$ cat src/rtl/fpu_fclass_stage.sv
// Two-stage FCLASS pipeline: stage 0 holds the operand for the external classifier,
// stage 1 registers the zero-extended class vector for integer writeback.
// Optional macro ONEHOT_CHECK_EN adds a sticky one-hot check on the class vector.
module fpu_fclass_stage #(
    parameter int unsigned DATA_W = 16,
    parameter int unsigned XLEN   = 32,
    parameter int unsigned TAG_W  = 5,
    parameter int unsigned CNT_W  = 16
) (
    input  logic              clk,
    input  logic              rst_l,
    input  logic              flush,
    input  logic              in_valid,
    output logic              in_ready,
    input  logic [DATA_W-1:0] in_operand,
    input  logic [TAG_W-1:0]  in_rd,
    output logic [DATA_W-1:0] cls_operand,
    input  logic [9:0]        cls_result,
    output logic              out_valid,
    input  logic              out_ready,
    output logic [XLEN-1:0]   out_result,
    output logic [TAG_W-1:0]  out_rd,
    output logic [CNT_W-1:0]  retired_cnt,
    output logic              cls_err
);

    localparam int unsigned CLS_W = 10;

    logic             s0_valid;
    logic [TAG_W-1:0] s0_rd;
    logic             s0_adv_c;
    logic             accept_c;
    logic             retire_c;

    // Stage 0 drains when stage 1 is empty or is handing its result off this cycle.
    assign s0_adv_c = s0_valid & (~out_valid | out_ready);
    assign in_ready = ~s0_valid | s0_adv_c;
    assign accept_c = in_valid & in_ready;
    // A result killed by flush does not count as retired.
    assign retire_c = out_valid & out_ready & ~flush;

    always_ff @(posedge clk or negedge rst_l) begin
        if (!rst_l) begin
            s0_valid    <= 1'b0;
            cls_operand <= '0;
            s0_rd       <= '0;
        end else if (flush) begin
            s0_valid <= 1'b0;
        end else if (accept_c) begin
            s0_valid    <= 1'b1;
            cls_operand <= in_operand;
            s0_rd       <= in_rd;
        end else if (s0_adv_c) begin
            s0_valid <= 1'b0;
        end
    end

    always_ff @(posedge clk or negedge rst_l) begin
        if (!rst_l) begin
            out_valid  <= 1'b0;
            out_result <= '0;
            out_rd     <= '0;
        end else if (flush) begin
            out_valid <= 1'b0;
        end else if (s0_adv_c) begin
            out_valid  <= 1'b1;
            out_result <= XLEN'(cls_result);
            out_rd     <= s0_rd;
        end else if (out_valid && out_ready) begin
            out_valid <= 1'b0;
        end
    end

    always_ff @(posedge clk or negedge rst_l) begin
        if (!rst_l) begin
            retired_cnt <= '0;
        end else if (retire_c) begin
            retired_cnt <= retired_cnt + CNT_W'(1);
        end
    end

`ifdef ONEHOT_CHECK_EN
    logic onehot_c;

    // Exactly one bit set: non-zero and clearing the lowest set bit leaves zero.
    assign onehot_c = (cls_result != '0) &&
                      ((cls_result & (cls_result - CLS_W'(1))) == '0);

    always_ff @(posedge clk or negedge rst_l) begin
        if (!rst_l) begin
            cls_err <= 1'b0;
        end else if (s0_adv_c && !onehot_c) begin
            cls_err <= 1'b1;
        end
    end
`else
    assign cls_err = 1'b0;
`endif

endmodule

$ cat config.mk
export PLATFORM = sky130hd
export DESIGN_NAME = fpu_fclass_stage
export DESIGN_NICKNAME = d
export VERILOG_FILES = /design/src/rtl/fpu_fclass_stage.sv
export SDC_FILE = /design/constraint.sdc
export NUM_CORES = 1
export LEC_CHECK = 0
export ABC_AREA = 1
export BUFFER_PORTS_ARGS = -buffer_cell sky130_fd_sc_hd__buf_2
export CORE_MARGIN = 5
export CORE_UTILIZATION = 51
export CTS_CLUSTER_DIAMETER = 100
export DETAILED_ROUTE_END_ITERATION = 8
export PLACE_DENSITY = 0.92
export SYNTH_ARGS = -nofsm -noshare
export SYNTH_HDL_FRONTEND = slang
export SYNTH_SLANG_ARGS = --single-unit
$ cat constraint.sdc
create_clock -name clk -period 3 [get_ports clk]
set_input_delay 0.6 -clock clk [delete_from_list [all_inputs] [get_ports clk]]
set_output_delay 0.6 -clock clk [all_outputs]
set_load 0.02 [all_outputs]
==> reports/metrics.cfg, run 1 <==
[timing]
min_period_over_period_pct = 63.65
period_needed_ns = 1.910
setup_tns_ns = 0
setup_slack_ns = 1.090
slew_headroom_pct = 37.22
max_freq_mhz = 523.7
rsz0062_at_grt = no
finalClockSkew_ns = 0.004893
slew_violations = 0
hold_viol = 0
worst_slew_pin_slew_ns = 0.9391
setup_violations = 0
whs_ns = 0.4201

[placement]
dp_hpwl_um = 4213
placedInstanceArea_um2 = 2903
dp.cells = 429
place_congestion = 0.8581
port_buffers = 84
dp_slack_ns = 0.8697

[clock_tree]
tritoncts = built
ctsHtreeMaxLevel = 2
cts.repair.resized = 0
clkSinkCount = 54
cts_buffers = 5
clk_pin_slew_ns = 0.09
hold_buffers = 0
cts_setup_buffers = 0
cts_root_buffer = clkbuf_8
clk_path_buf_depth = 2
clk_latency_ns = 0.30

[logic_synthesis]
ys_top_cells_by_count = nand2_1 (63), dfrtp_1 (54), inv_1 (45), buf_4 (28), o21ai_1 (19)
synth_most_common_cell = nand2_1
ys_warn_count = 0
synth.area.top_cells = dfrtp_1 (53%), nand2_1 (9.4%), buf_4 (8.3%)
ys_types = 25
yosys.area.top_type = dfrtp_1
synth_edf_count = 0
syn_area_per_cell_um2 = 8.899
synth-main-ff-cell = dfrtp_1
synth.yosys.seq_area_share_pct = 53.47
netlist_instances = 284
yosysTopAreaCellShare_pct = 53.47
ys_async_sr_fraction_pct = 100.0
ys_ff_latch = 54
syn_area_um2 = 2527

[global_routing]
grt_max_degree = 44
grt_overflow_total = 0
grt_pass1_vias = 1896
grt_util_all_layers_pct = 17.26
antenna_found_initial = 1
grt_pass1_wl_um = 8756

[run_status]
outcome = completed

[route]
via_count = 2013
drt_wl_total_um = 5363
via_per_inst = 4.606
ant_nets = 0
route.detailed.drc = 0
first_pass_iters = 4
wire_per_inst_um = 12.27
initialDrtViolationCount = 140

[critical_path]
critical_path.max_stage_delay_ns = 0.65
worst-setup-path-type = reg -> reg
worstPathRequired_ns = 3.19
cpLargestDelayFamily = simple AND/OR/NAND/NOR gates
cp_num_buf_inv = 2
cp-start-kind = register
cp_cell_sequence = inv_2, nor2_2, inv_1, nand3_1, o21ai_0
cp.arrival_ns = 2.10
cpMaxStageDelayCell = nand3_1
cp-end-kind = register
crit_fanout = 30

[floorplan]
die_h_um = 80.40
initial_core_util_pct = 53.16
io-pin-count = 108
die_w_um = 80.40
core_um2 = 4755
die-area_um2 = 6463
rows = 25

[run]
maxCapViolations = 0

[layout]
drive_above_1_share_pct = 28.92
syn_to_final_growth_pct = 18.47
fin_nets = 406
final_area_um2 = 2994
fin_cells = 437
antenna_cells = 0

[power]
power.density_nw_per_um2 = 574.2
leakagePower_nw = 1.671
ir_worst_vdd_uv = 301.2

[worst_hold_path]
hold_path_class = in -> async

==> worst paths after layout <==
| kind | start | to | slack [ns] | cells after the start |
|---|---|---|---|---|
| worst max register to register | out_valid | out_rd[3] | 1.09 | 5 |
| worst min register to register | out_result[3] | out_result[3] | 0.49 | 2 |
| worst min-delay path | rst_l | retired_cnt[8] | 0.42 | 1 |
| max in group asynchronous | rst_l | retired_cnt[9] | 1.92 | 2 |
| worst max-delay path | out_valid | out_rd[3] | 1.09 | 5 |
| min in group clk | out_result[3] | out_result[3] | 0.49 | 2 |
==> sequential cells by signal (all words and copies together), names as in the netlist <==
register	flops
out_valid	1
out_result	10
s0_valid	1
cls_operand	16
retired_cnt	16
s0_rd	5
out_rd	5
==> layer usage <==
| metal | GRT usage [%] | vias up | part of all wire [%] |
|---|---|---|---|
| met1 | 20.65 | 920 | 40 |
| met4 | 6.081 | 2 | 1.8 |
| li1 | - | 989 | - |
| met5 | 0 | - | 0.24 |
| met3 | 2.915 | 13 | 8.2 |
| met2 | 31.04 | 89 | 50 |
==> stage by stage <==
step | total power, mW | utilization, %
floorplan | 1.186 | -
global placement | 1.308 | 61.05
detailed placement | 1.329 | 61.05
CTS | 1.734 | 62.97
global route | 1.811 | 62.97
finish | 1.719 | 62.97
==> report_power, final <==
group,leakage [nW],switching [mW],total [mW],internal (mW)
clock network,0.0482,0.221,0.407,0.187
logic,0.949,0.276,0.414,0.138
registers,0.674,0.0698,0.898,0.828
total,1.67,0.567,1.72,1.15
==> area by class of cell <==
cell class | instances | area [um2]
Tap cell | 67 | 83.83
Fill cell | 440 | 1760
Sequential cell | 54 | 1351
Inverter | 47 | 176.4
Clock inverter | 1 | 5.005
Clock buffer | 7 | 86.33
Multi-Input combinational cell | 175 | 855.8
Timing Repair Buffer | 86 | 435.4
==> worst register-to-register path, cell delays in order (launching register included) <==
cell     delay (ns)
dfrtp_1        0.47
inv_2          0.08
nor2_2         0.04
inv_1          0.09
nand3_1        0.65
o21ai_0        0.47
==> cell families after synthesis <==
family / count (synthesis) / share of synthesized area [%]
flops: 54 / 53.47
compound gates: 40 / 8.317
xor+xnor: 10 / 3.465
simple gates: 101 / 18.17
other cells: 1 / 0.1484
fa+ha+maj: 1 / 0.4950
buf+inv: 77 / 15.94
==> cells in the final DEF (no fill, tap or decap), types with 5 or more instances in the layout <==
| cell type | count |
|---|---|
| nor2_1 | 16 |
| a21oi_1 | 5 |
| inv_1 | 45 |
| o21ai_0 | 13 |
| o21ai_1 | 19 |
| nand3_1 | 6 |
| clkbuf_8 | 6 |
| xnor2_1 | 5 |
| conb_1 | 23 |
| buf_2 | 84 |
| dfrtp_1 | 54 |
| xor2_1 | 5 |
| nand2_1 | 63 |
No activity file was read; power rests on OpenSTA's default activity.
==> run 2: changes to the inputs <==
Settings changed: CORE_UTILIZATION 51 to 43, PLACE_DENSITY 0.92 to 0.83.
Clock period 3 ns to 1.65 ns, I/O delays scaled along.
==> run 2 against run 1 <==
Net effect: the run now ends with hold timing left; die area up 16%; via count down 2.6%; core utilization down 11 points; critical path depth down 1; flip-flop and latch count unchanged; clock skew up 0.0046 ns; sequential share of layout area down 0.61 points; largest cell class unchanged; wire length down 4.3%.
==> reports/metrics.cfg, run 2 (synthesis gave the netlist of run 1 again) <==
[route]
first_pass_iters = 4  ; unchanged
via_count = 1960  ; -2.6%
drt_wl_total_um = 5135  ; -4.3%
route.detailed.drc = 0  ; unchanged
ant_nets = 0  ; unchanged
via_per_inst = 4.404  ; -4.4%
wire_per_inst_um = 11.54  ; -6.0%
initialDrtViolationCount = 64  ; -54%

[global_routing]
grt_pass1_vias = 1904  ; +0.42%
grt_overflow_total = 0  ; unchanged
grt_max_degree = 55  ; +25%
antenna_found_initial = 0  ; -1
grt_pass1_wl_um = 8597  ; -1.8%
grt_util_all_layers_pct = 14.27  ; -3.0 points

[layout]
reg_top3 = cls_operand: 16 flops, retired_cnt: 16 flops, out_result: 10 flops
final_util_pct = 52.19  ; -11 points
final_area_um2 = 3035  ; +1.4%
drive_above_1_share_pct = 28.92  ; unchanged
final_common_cell = buf_2
final_cell_mix = buf_2 (84), nand2_1 (63), dfrtp_1 (54), inv_1 (45), conb_1 (23)
fin_nets = 406  ; unchanged
syn_to_final_growth_pct = 20.10
antenna_cells = 0  ; unchanged

[clock_tree]
clkSinkCount = 54  ; unchanged
ctsHtreeMaxLevel = 2  ; unchanged
hold_buffers = 0  ; unchanged
tritoncts = built
clk_latency_ns = 0.30  ; about the same
clk_path_buf_depth = 2  ; unchanged
cts_root_buffer = clkbuf_8
cts_setup_buffers = 0  ; unchanged
cts_buffers = 5  ; unchanged
clk_pin_slew_ns = 0.10  ; about the same
cts.repair.resized = 0  ; unchanged

[critical_path]
cpLargestDelayFamily = flip-flops
crit_fanout = 4  ; -87%
critical_path.max_stage_delay_ns = 0.46  ; -0.19 ns
cpMaxStageDelayCell = dfrtp_1
cp.arrival_ns = 1.18  ; -0.92 ns
worstPathRequired_ns = 1.32  ; -1.87 ns
cp_cell_sequence = inv_2, nor2_2, nand2_2, buf_2
cp-end-kind = output pin
cp-start-kind = register
cp_num_buf_inv = 2  ; unchanged
worst-setup-path-type = reg -> out

[timing]
max_freq_mhz = 662.3
slew_violations = 0  ; unchanged
min_period_over_period_pct = 91.52
setup_slack_ns = 0.1400  ; -0.9505 ns
whs_ns = -0.004632  ; -0.4248 ns
finalClockSkew_ns = 0.009450  ; +0.004557 ns
period_needed_ns = 1.510
rsz0062_at_grt = no
setup_violations = 0  ; unchanged
setup_tns_ns = 0  ; unchanged
hold_viol = 3  ; +3

[floorplan]
die_w_um = 86.67  ; +7.8%
die-area_um2 = 7511  ; +16%
die_h_um = 86.67  ; +7.8%
rows = 28  ; +12%
io-pin-count = 108  ; unchanged
core_um2 = 5816  ; +22%
initial_core_util_pct = 43.46  ; -9.7 points

[power]
leakagePower_nw = 1.678  ; +0.44%
power.density_nw_per_um2 = 1071  ; +87%
ir_worst_vdd_uv = 550.8  ; +83%

[run]
maxCapViolations = 0  ; unchanged

[run_status]
violations = hold timing
outcome = complete, but fails checks

[placement]
dp_hpwl_um = 3911  ; -7.2%
port_buffers = 84  ; unchanged
dp_slack_ns = 0.1974  ; -0.6723 ns
place_congestion = 0.8643  ; +0.72%
placedInstanceArea_um2 = 2925  ; +0.78%

[worst_hold_path]
hold_path_class = in -> async

[run 2: worst register-to-register path: cells and delay by family (launching register included)]
family | cells | cell delay, ns
and+or+nand+nor | 5 | 0.67
DFF | 1 | 0.42
adders and majority gates | 1 | 0.18
buffers and inverters | 2 | 0.08
[run 2: per-layer routing]
layer	routed length, um	part of all wire [%]	track usage [%]
met1	1986	39	16.43
met4	70	1.4	4.108
met3	517	10	3.802
met2	2561	50	25.87
met5	0	0	0
[run 2: final timing paths]
check / cells past startpoint / endpoint / slack (ns) / start
setup / recovery: 4 / in_ready / 0.14 / out_valid
hold / removal: 2 / retired_cnt[6] / -0.005 / rst_l
setup reg to reg: 8 / retired_cnt[14] / 0.19 / retired_cnt[0]
hold reg to reg: 2 / out_rd[3] / 0.49 / out_rd[3]
max in group asynchronous: 2 / cls_operand[0] / 1.40 / rst_l
min in group clk: 3 / cls_operand[2] / 0.25 / in_operand[2]
[run 2: power by group]
| group | internal, mW | switching (mW) | total [mW] |
|---|---|---|---|
| registers | 1.50 | 0.112 | 1.62 |
| logic | 0.254 | 0.505 | 0.759 |
| clock network | 0.453 | 0.422 | 0.875 |
[run 2: metrics by stage]
step / std cells / power [mW]
3_5_place_dp: 437 / 2.416
5_1_grt: 445 / 3.429
2_1_floorplan: 306 / 2.156
6_report: 445 / 3.251
4_1_cts: 445 / 3.296
3_3_place_gp: 437 / 2.389
[run 2: area by class of cell]
class | instances | area, um2
fill | 560 | 2780
sequential | 54 | 1351
multi-input combinational | 175 | 855.8
timing repair buffer | 86 | 447.9
inverter | 47 | 176.4
tap | 75 | 93.84
clock buffer | 6 | 72.57
clock inverter | 2 | 37.54
